===== src/rtl/word_serializer.sv =====
// Parallel-to-serial converter: a 2-entry input FIFO feeds a shift register that
// emits one bit per ready/valid transfer, with ser_last marking the final bit of each word.
//
// state | meaning
// IDLE  | no word in the shifter; loads the FIFO head as soon as one is buffered
// SHIFT | presenting shift register bits; counter tracks the current bit index
module word_serializer #(
    parameter int WIDTH     = 4,
    parameter bit MSB_FIRST = 1'b0
) (
    input  logic             clk,
    input  logic             reset,
    input  logic [WIDTH-1:0] in_data,
    input  logic             in_valid,
    output logic             in_ready,
    output logic             ser_out,
    output logic             ser_valid,
    output logic             ser_last,
    input  logic             ser_ready,
    output logic             busy
);

    localparam int CW = $clog2(WIDTH);

    typedef enum logic {
        IDLE  = 1'b0,
        SHIFT = 1'b1
    } state_t;

    state_t           state_q;
    logic [WIDTH-1:0] fifo_q [2];
    logic             wr_ptr_q;
    logic             rd_ptr_q;
    logic [1:0]       count_q;
    logic [1:0]       count_d;
    logic [WIDTH-1:0] sr_q;
    logic [CW-1:0]    cnt_q;
    logic             live_q;

    logic push;
    logic pop;
    logic xfer;
    logic word_end;

    // live_q keeps in_ready low until the first edge after reset release
    assign in_ready  = live_q && (count_q != 2'd2);
    assign ser_valid = (state_q == SHIFT);
    assign ser_last  = (state_q == SHIFT) && (cnt_q == CW'(WIDTH - 1));
    assign ser_out   = MSB_FIRST ? sr_q[WIDTH-1] : sr_q[0];
    assign busy      = (state_q == SHIFT) || (count_q != 2'd0);

    assign push     = in_valid && in_ready;
    assign xfer     = ser_valid && ser_ready;
    assign word_end = xfer && ser_last;
    assign pop      = (count_q != 2'd0) && ((state_q == IDLE) || word_end);

    always_comb begin
        count_d = count_q + {1'b0, push} - {1'b0, pop};
    end

    always_ff @(posedge clk or negedge reset) begin
        if (!reset) begin
            state_q   <= IDLE;
            fifo_q[0] <= '0;
            fifo_q[1] <= '0;
            wr_ptr_q  <= 1'b0;
            rd_ptr_q  <= 1'b0;
            count_q   <= 2'd0;
            sr_q      <= '0;
            cnt_q     <= '0;
            live_q    <= 1'b0;
        end else begin
            live_q  <= 1'b1;
            count_q <= count_d;
            if (push) begin
                fifo_q[wr_ptr_q] <= in_data;
                wr_ptr_q         <= ~wr_ptr_q;
            end
            if (pop) begin
                rd_ptr_q <= ~rd_ptr_q;
            end

            case (state_q)
                IDLE: begin
                    if (pop) begin
                        sr_q    <= fifo_q[rd_ptr_q];
                        cnt_q   <= '0;
                        state_q <= SHIFT;
                    end
                end
                SHIFT: begin
                    if (word_end) begin
                        // Chain straight into the next buffered word with no idle bubble
                        cnt_q <= '0;
                        if (pop) begin
                            sr_q <= fifo_q[rd_ptr_q];
                        end else begin
                            sr_q    <= '0;
                            state_q <= IDLE;
                        end
                    end else if (xfer) begin
                        sr_q  <= MSB_FIRST ? {sr_q[WIDTH-2:0], 1'b0}
                                           : {1'b0, sr_q[WIDTH-1:1]};
                        cnt_q <= cnt_q + CW'(1);
                    end
                end
                default: state_q <= IDLE;
            endcase
        end
    end

endmodule


===== config.mk =====
export PLATFORM = sky130hd
export DESIGN_NAME = word_serializer
export DESIGN_NICKNAME = d
export VERILOG_FILES = /design/src/rtl/word_serializer.sv
export SDC_FILE = /design/constraint.sdc
export NUM_CORES = 1
export LEC_CHECK = 0
export ABC_AREA = 1
export BUFFER_PORTS_ARGS = -buffer_cell sky130_fd_sc_hd__buf_2
export CORE_UTILIZATION = 50
export CTS_CLUSTER_SIZE = 20
export DETAILED_ROUTE_END_ITERATION = 7
export GPL_TIMING_DRIVEN = 0
export PLACE_DENSITY = 0.73
export SLEW_MARGIN = 30
export SYNTH_ARGS = -nofsm -noshare
export SYNTH_HDL_FRONTEND = slang
export SYNTH_SLANG_ARGS = --single-unit
export TNS_END_PERCENT = 30

===== constraint.sdc =====
create_clock -name clk -period 1.8 [get_ports clk]
set_clock_uncertainty 0.2 [all_clocks]
set_input_delay 0.36 -clock clk [delete_from_list [all_inputs] [get_ports clk]]
set_output_delay 0.36 -clock clk [all_outputs]
set_load 0.05 [all_outputs]

Word-level counts from Yosys, hierarchy flattened
Index checks and enable logic that the tools add are counted.
Widths: inputs -> output; s select.
{ "op_classes": {"addsub": 3, "eq_ne": 4, "n_lt_le_gt_ge": 3, "n_mul": 0, "reduce_logical": 11, "n_bitwise": 5, "n_shift": 0, "mux": 18, "div": 0} }
{ "ops": {"columns": ["operator", "n"], "rows": [
  ["$mux 4", 8],
  ["$bwmux 8", 1],
  ["$pmux 4 s2", 1],
  ["$logic_and 1x1->1", 7],
  ["$mux 2", 3],
  ["$demux 4 s1", 1],
  ["$ge 2x2->1 const B", 2],
  ["$ne 2x2->1 const B", 2],
  ["$not 1->2", 2],
  ["$pmux 2 s2", 1],
  ["$ne 3x1->1 const B", 1],
  ["$not 1->1", 3],
  ["$add 2x1->2", 1],
  ["$add 2x1->2 const B", 1],
  ["$eq 2x2->1 const B", 1],
  ["$logic_or 1x1->1", 2],
  ["$lt 2x1->1 const B", 1],
  ["$mux 1", 2],
  ["$pmux 1 s2", 1],
  ["$reduce_and 2->1", 1],
  ["$reduce_bool 2->1", 1],
  ["$sub 2x1->2", 1]
]} }
{ "word_totals": {"mem_bits_rw": 0, "word_cells": 53, "latchBits": 0, "output_inout_bits": 5, "romBits": 0, "in_bits": 8, "ff_bits": 20, "memories": 0} }

Longest topological paths before layout
{ "logic_depth": {"word_depth": 8, "mapped_depth": 10, "depth_no_buf": 10} }

Worst setup path before layout
No wires, ideal clock.
{ "synth_path": {"kind": "reg2reg", "from": "register state_q (netlist: ser_valid)", "to": "register count_q[1]", "setup_slack_ns": -0.317, "arrival_ns": 1.789, "path_stages_with_launch": 11, "setup_time_ns": 0.129, "path_buffers": 1, "period_less_slack_ns": 2.117, "required_ns": 1.471, "path_cell_list": "dfrtp_1 > buf_6 > nand3_2 > nand2_2 > nand2_2 > inv_1 > ha_1 > inv_1 > ha_1 > xnor2_1 > xor2_1"} }
{ "synth_between": {"elab_chain_cells": 5, "elab_cells_between_ends": 7, "cone_classes": "1 x add/sub; 1 x bitwise; 5 x reduce/logical"} }
{ "synth_lines": {"columns": ["item", "line", "rtl"], "rows": [
  ["start: declaration", "30", "state_t state_q;"],
  ["start signal: assignment", "63", "state_q <= IDLE;"],
  ["start signal: assignment", "88", "state_q <= SHIFT;"],
  ["start signal: assignment", "99", "state_q <= IDLE;"],
  ["$logic_and 1x1->1 (on tied branches)", "53, 48", null],
  ["$logic_and 1x1->1", "54", "assign word_end = xfer && ser_last;"],
  ["$logic_or 1x1->1 *", "55", "assign pop = (count_q != 2'd0) && ((state_q == IDLE) || word_end);"],
  ["$logic_and 1x1->1 *", "55", null],
  ["via pop", "41", "logic pop;"],
  ["$sub 2x1->2 *", "58", "count_d = count_q + {1'b0, push} - {1'b0, pop};"],
  ["via count_d[1]", "35", "logic [1:0] count_d;"],
  ["end signal: assignment", "74", "count_q <= count_d;"],
  ["end: declaration", "34", "logic [1:0] count_q;"]
]} }
Mark *: on every way through the listed nets, which the timed path passes. The rest lies on a longest branch.
A chain may end at the register's enable or synchronous reset.

Worst setup path in the final report
{ "layout_path": {"from": "register cnt_q[0]", "to": "register count_q[1]"} }
{ "layout_between": {"elab_chain_cells": 6} }
{ "layout_lines": {"columns": ["item", "line", "rtl"], "rows": [
  ["start: declaration", "37", "logic [CW-1:0] cnt_q;"],
  ["start signal: assignment", "104", "cnt_q <= cnt_q + CW'(1);"],
  ["$eq 2x2->1", "48", "assign ser_last = (state_q == SHIFT) && (cnt_q == CW'(WIDTH - 1));"],
  ["$logic_and 1x1->1", "48", null],
  ["$logic_and 1x1->1", "54", null],
  ["$logic_or 1x1->1", "55", null],
  ["$logic_and 1x1->1", "55", null],
  ["via pop", "41", null],
  ["$sub 2x1->2", "58", null],
  ["via count_d[1]", "35", null]
]} }
The timed path passes the listed nets, and every way through them passes these cells.

==> flow_metrics.tcl <==
set metrics [dict create \
    status "complete, but fails checks" \
    violations "setup timing" \
    fp-row-count 16 \
    routed_wl_microns 1906 \
    rsz0062_at_grt "true" \
    fp.dieW_microns 47.36 \
    yosysWarnings 0 \
    firstDrtPassIters 4 \
    criticalPathCategory "reg2reg" \
    r2r-start "cnt_q[0]" \
    p_clk_share_pct 16.0 \
    synth_ff_type "dfrtp_1" \
    period_minus_slack_ns 1.850 \
    drive_above_1_share_pct 32.68 \
    slowest_delay_ns 0.43 \
    ir_worst_vdd_mv 0.8675 \
    hold_viol_final 0 \
    core_region_area_sq_um 1942 \
    synth-seq-cells 20 \
    power_mw 2.316 \
    cts_buffer_depth 2 \
    grt-ovfl-total 0 \
    yosysUniqueCellTypes 18 \
    io_buffers 12 \
    synth_commonest_cells "46 x nand2_1, 20 x dfrtp_1, 20 x inv_1" \
    syn_avg_cell_area_sq_um 8.163 \
    syn_area_sq_um 1028 \
    synth_top_area_share_pct 48.66 \
    detail-route-antenna-nets 0 \
    p_leak_nw 0.7426 \
    worstPathCellList "ha_4 > nand3_4 > nand2_4 > nand2_4 > inv_2 > ha_4 > inv_2 > ha_4 > xnor2_2 > xor2_1" \
    area_growth_syn_to_layout_pct 31.63 \
    worst_slack_ns -0.04969 \
    grt_pass1_wl_microns 2994 \
    cts.sinks 20 \
    clk_pin_slew_ns 0.12 \
    stdcell_count 180 \
    vias_per_cell 4.656 \
    hold_path.class "in2reg" \
    cp_top_family "adder cells" \
    cts_tree "yes" \
    pwr-share-seq_pct 34.4 \
    place_hpwl_microns 1210 \
    cap_violations 0 \
    yosysMostFrequentCell "nand2_1" \
    synthTopCellsByArea "dfrtp_1 49%, nand2_1 17%, inv_1 7.3%, o21ai_1 4.4%, ha_1 3.6%" \
    startpoint "cnt_q[0]" \
    ios 13 \
    cts_root_buffer "clkbuf_4" \
    drt-initial-drc-count 23 \
    synth_top_cell_by_area "dfrtp_1" \
    required_ns 1.80 \
    antenna_found_initial 0 \
    die_y_microns 47.36 \
    grt_pass1_vias 745 \
    grtUsageTotal_pct 19.41 \
    fmax_ghz 0.5406 \
    p_comb_share_pct 49.7 \
    setup_viol 2 \
    p_per_area_nw_per_um2 1710 \
    worstHoldStart "in_data[2]" \
    cp-start-kind "flop" \
    ys_seq_area_share_pct 48.66 \
    cp-end-kind "flop" \
    finalWeightedCongestion 0.7774 \
    die-area_sq_um 2243 \
    path_buf_inv 2 \
    synth_nets 137 \
    p_int_mw 1.382 \
    dr_total_vias 838 \
    synth_edf_count 0 \
    grt_max_degree 21 \
    start_util_pct 52.96 \
    diodes 0 \
    switchingPower_mw 0.9335 \
    dp_cells 165 \
    syn_inst 126 \
    async_reset_ff_share_pct 100.0 \
    finalCritPeriodShare_pct 102.8 \
    maxSlewViolCount 0 \
    wl_per_cell_microns 10.59 \
    worstPathMaxFanout 2 \
    cp_slowest_cell "dfrtp_1" \
    drcViolationCount 0 \
    cts_made_buffers 3 \
    clock_latency_ns 0.31 \
    arrival_ns 1.85 \
    switching_share_pct 40.31 \
    h-tree-depth 1 \
    nets 165 \
    crit_top_cell "ha_4" \
]
[metrics by stage]
step	setup TNS (ns)	util [%]	worst slack, ns	cell area, sq um	hold slack [ns]
5_1_grt	-0.2696	69.72	-0.1126	1354	0.1000
3_3_place_gp	-0.3230	57.86	-0.2577	1124	0.1260
3_5_place_dp	-0.3715	57.86	-0.2812	1124	0.1379
4_1_cts	-0.1159	67.72	-0.06196	1315	0.08322
2_1_floorplan	-0.3289	-	-0.2580	1030	-0.1356
6_report	-0.08445	69.72	-0.04969	1354	0.08931
[layout by cell type, fill, tap and decap left out, types with 2 or more instances in the layout]
master,synthesis,layout
xor2_1,2,2
buf_2,0,9
inv_1,20,17
ha_4,0,3
nand2_2,5,3
nand3_1,4,4
buf_6,1,3
nand2_4,0,3
inv_2,4,7
buf_4,0,10
dfrtp_1,20,19
nor2_1,4,4
o21ai_1,9,9
nand2_1,46,45
nand3_4,2,3
clkbuf_4,0,3
[worst paths after layout]
| kind | end | cells past startpoint | slack [ns] |
|---|---|---|---|
| setup / recovery | count_q[1] | 10 | -0.05 |
| setup reg to reg | count_q[1] | 10 | -0.05 |
| max in group asynchronous | ser_valid | 2 | 0.76 |
| min in group asynchronous | count_q[1] | 2 | 0.31 |
| hold reg to reg | sr_q[2] | 2 | 0.30 |
| hold / removal | fifo_q[2] | 3 | 0.09 |
[per-layer routing]
metal / vias up / track usage [%] / routed length, microns
li1: 429 / - / -
met1: 384 / 24.03 / 842
met2: 17 / 31.78 / 948
met3: 8 / 3.846 / 53
met4: 0 / 10.29 / 61
met5: - / 0 / 0
[power by group through the flow]
stage | clock [mW] | sequential (mW) | combinational [mW]
4_1_cts | 0.376 | 0.801 | 1.08
6_report | 0.370 | 0.796 | 1.15
5_1_grt | 0.395 | 0.821 | 1.28
3_3_place_gp | 0 | 0.785 | 0.825
2_1_floorplan | 0 | 0.819 | 0.651
3_5_place_dp | 0 | 0.796 | 0.857
[state kept, by name, indices dropped and copies added (netlist names)]
name	flops
cnt_q	2
sr_q	4
wr_ptr_q	1
ser_valid	1
count_q	2
live_q	1
fifo_q	8
rd_ptr_q	1
[logic make-up (layout without fill, tap and decap cells)]
kind of cell	count (synthesis)	after routing	synth area share [%]
AND/OR/NAND/NOR	63	63	28.22
buffers and inverters	25	52	9.853
flip-flops	20	20	48.66
AO/OA/AOI/OAI	11	11	6.690
adder cells (fa/ha/maj)	3	3	3.650
XOR/XNOR	3	3	2.555
other	1	1	0.3646
[what timing repair did]
item / CTS / global route
endpoints found under the setup margin: 5 / 4
pin swaps: 7 / 4
buffers inserted: 6 / 4
hold endpoints to repair: 20 / 0
gates resized for setup: 17 / 5
hold buffers: 1 / 0
[area by class of cell]
type / count / area (sq um)
inverters: 24 / 90.09
flip-flops and latches: 20 / 501.7
fillers: 169 / 588.1
clock inverters: 1 / 30.03
well taps: 27 / 33.78
multi-input cells: 81 / 496.7
plain buffers: 1 / 11.26
clock buffers: 3 / 22.52
repair buffers: 23 / 167.7
[worst reg2reg max path, cell delays in order (launching register included)]
cell	delay, ns
dfrtp_1	0.43
ha_4	0.19
nand3_4	0.07
nand2_4	0.06
nand2_4	0.06
inv_2	0.04
ha_4	0.25
inv_2	0.03
ha_4	0.15
xnor2_2	0.13
xor2_1	0.14
Power figures use the tool's default switching activity.
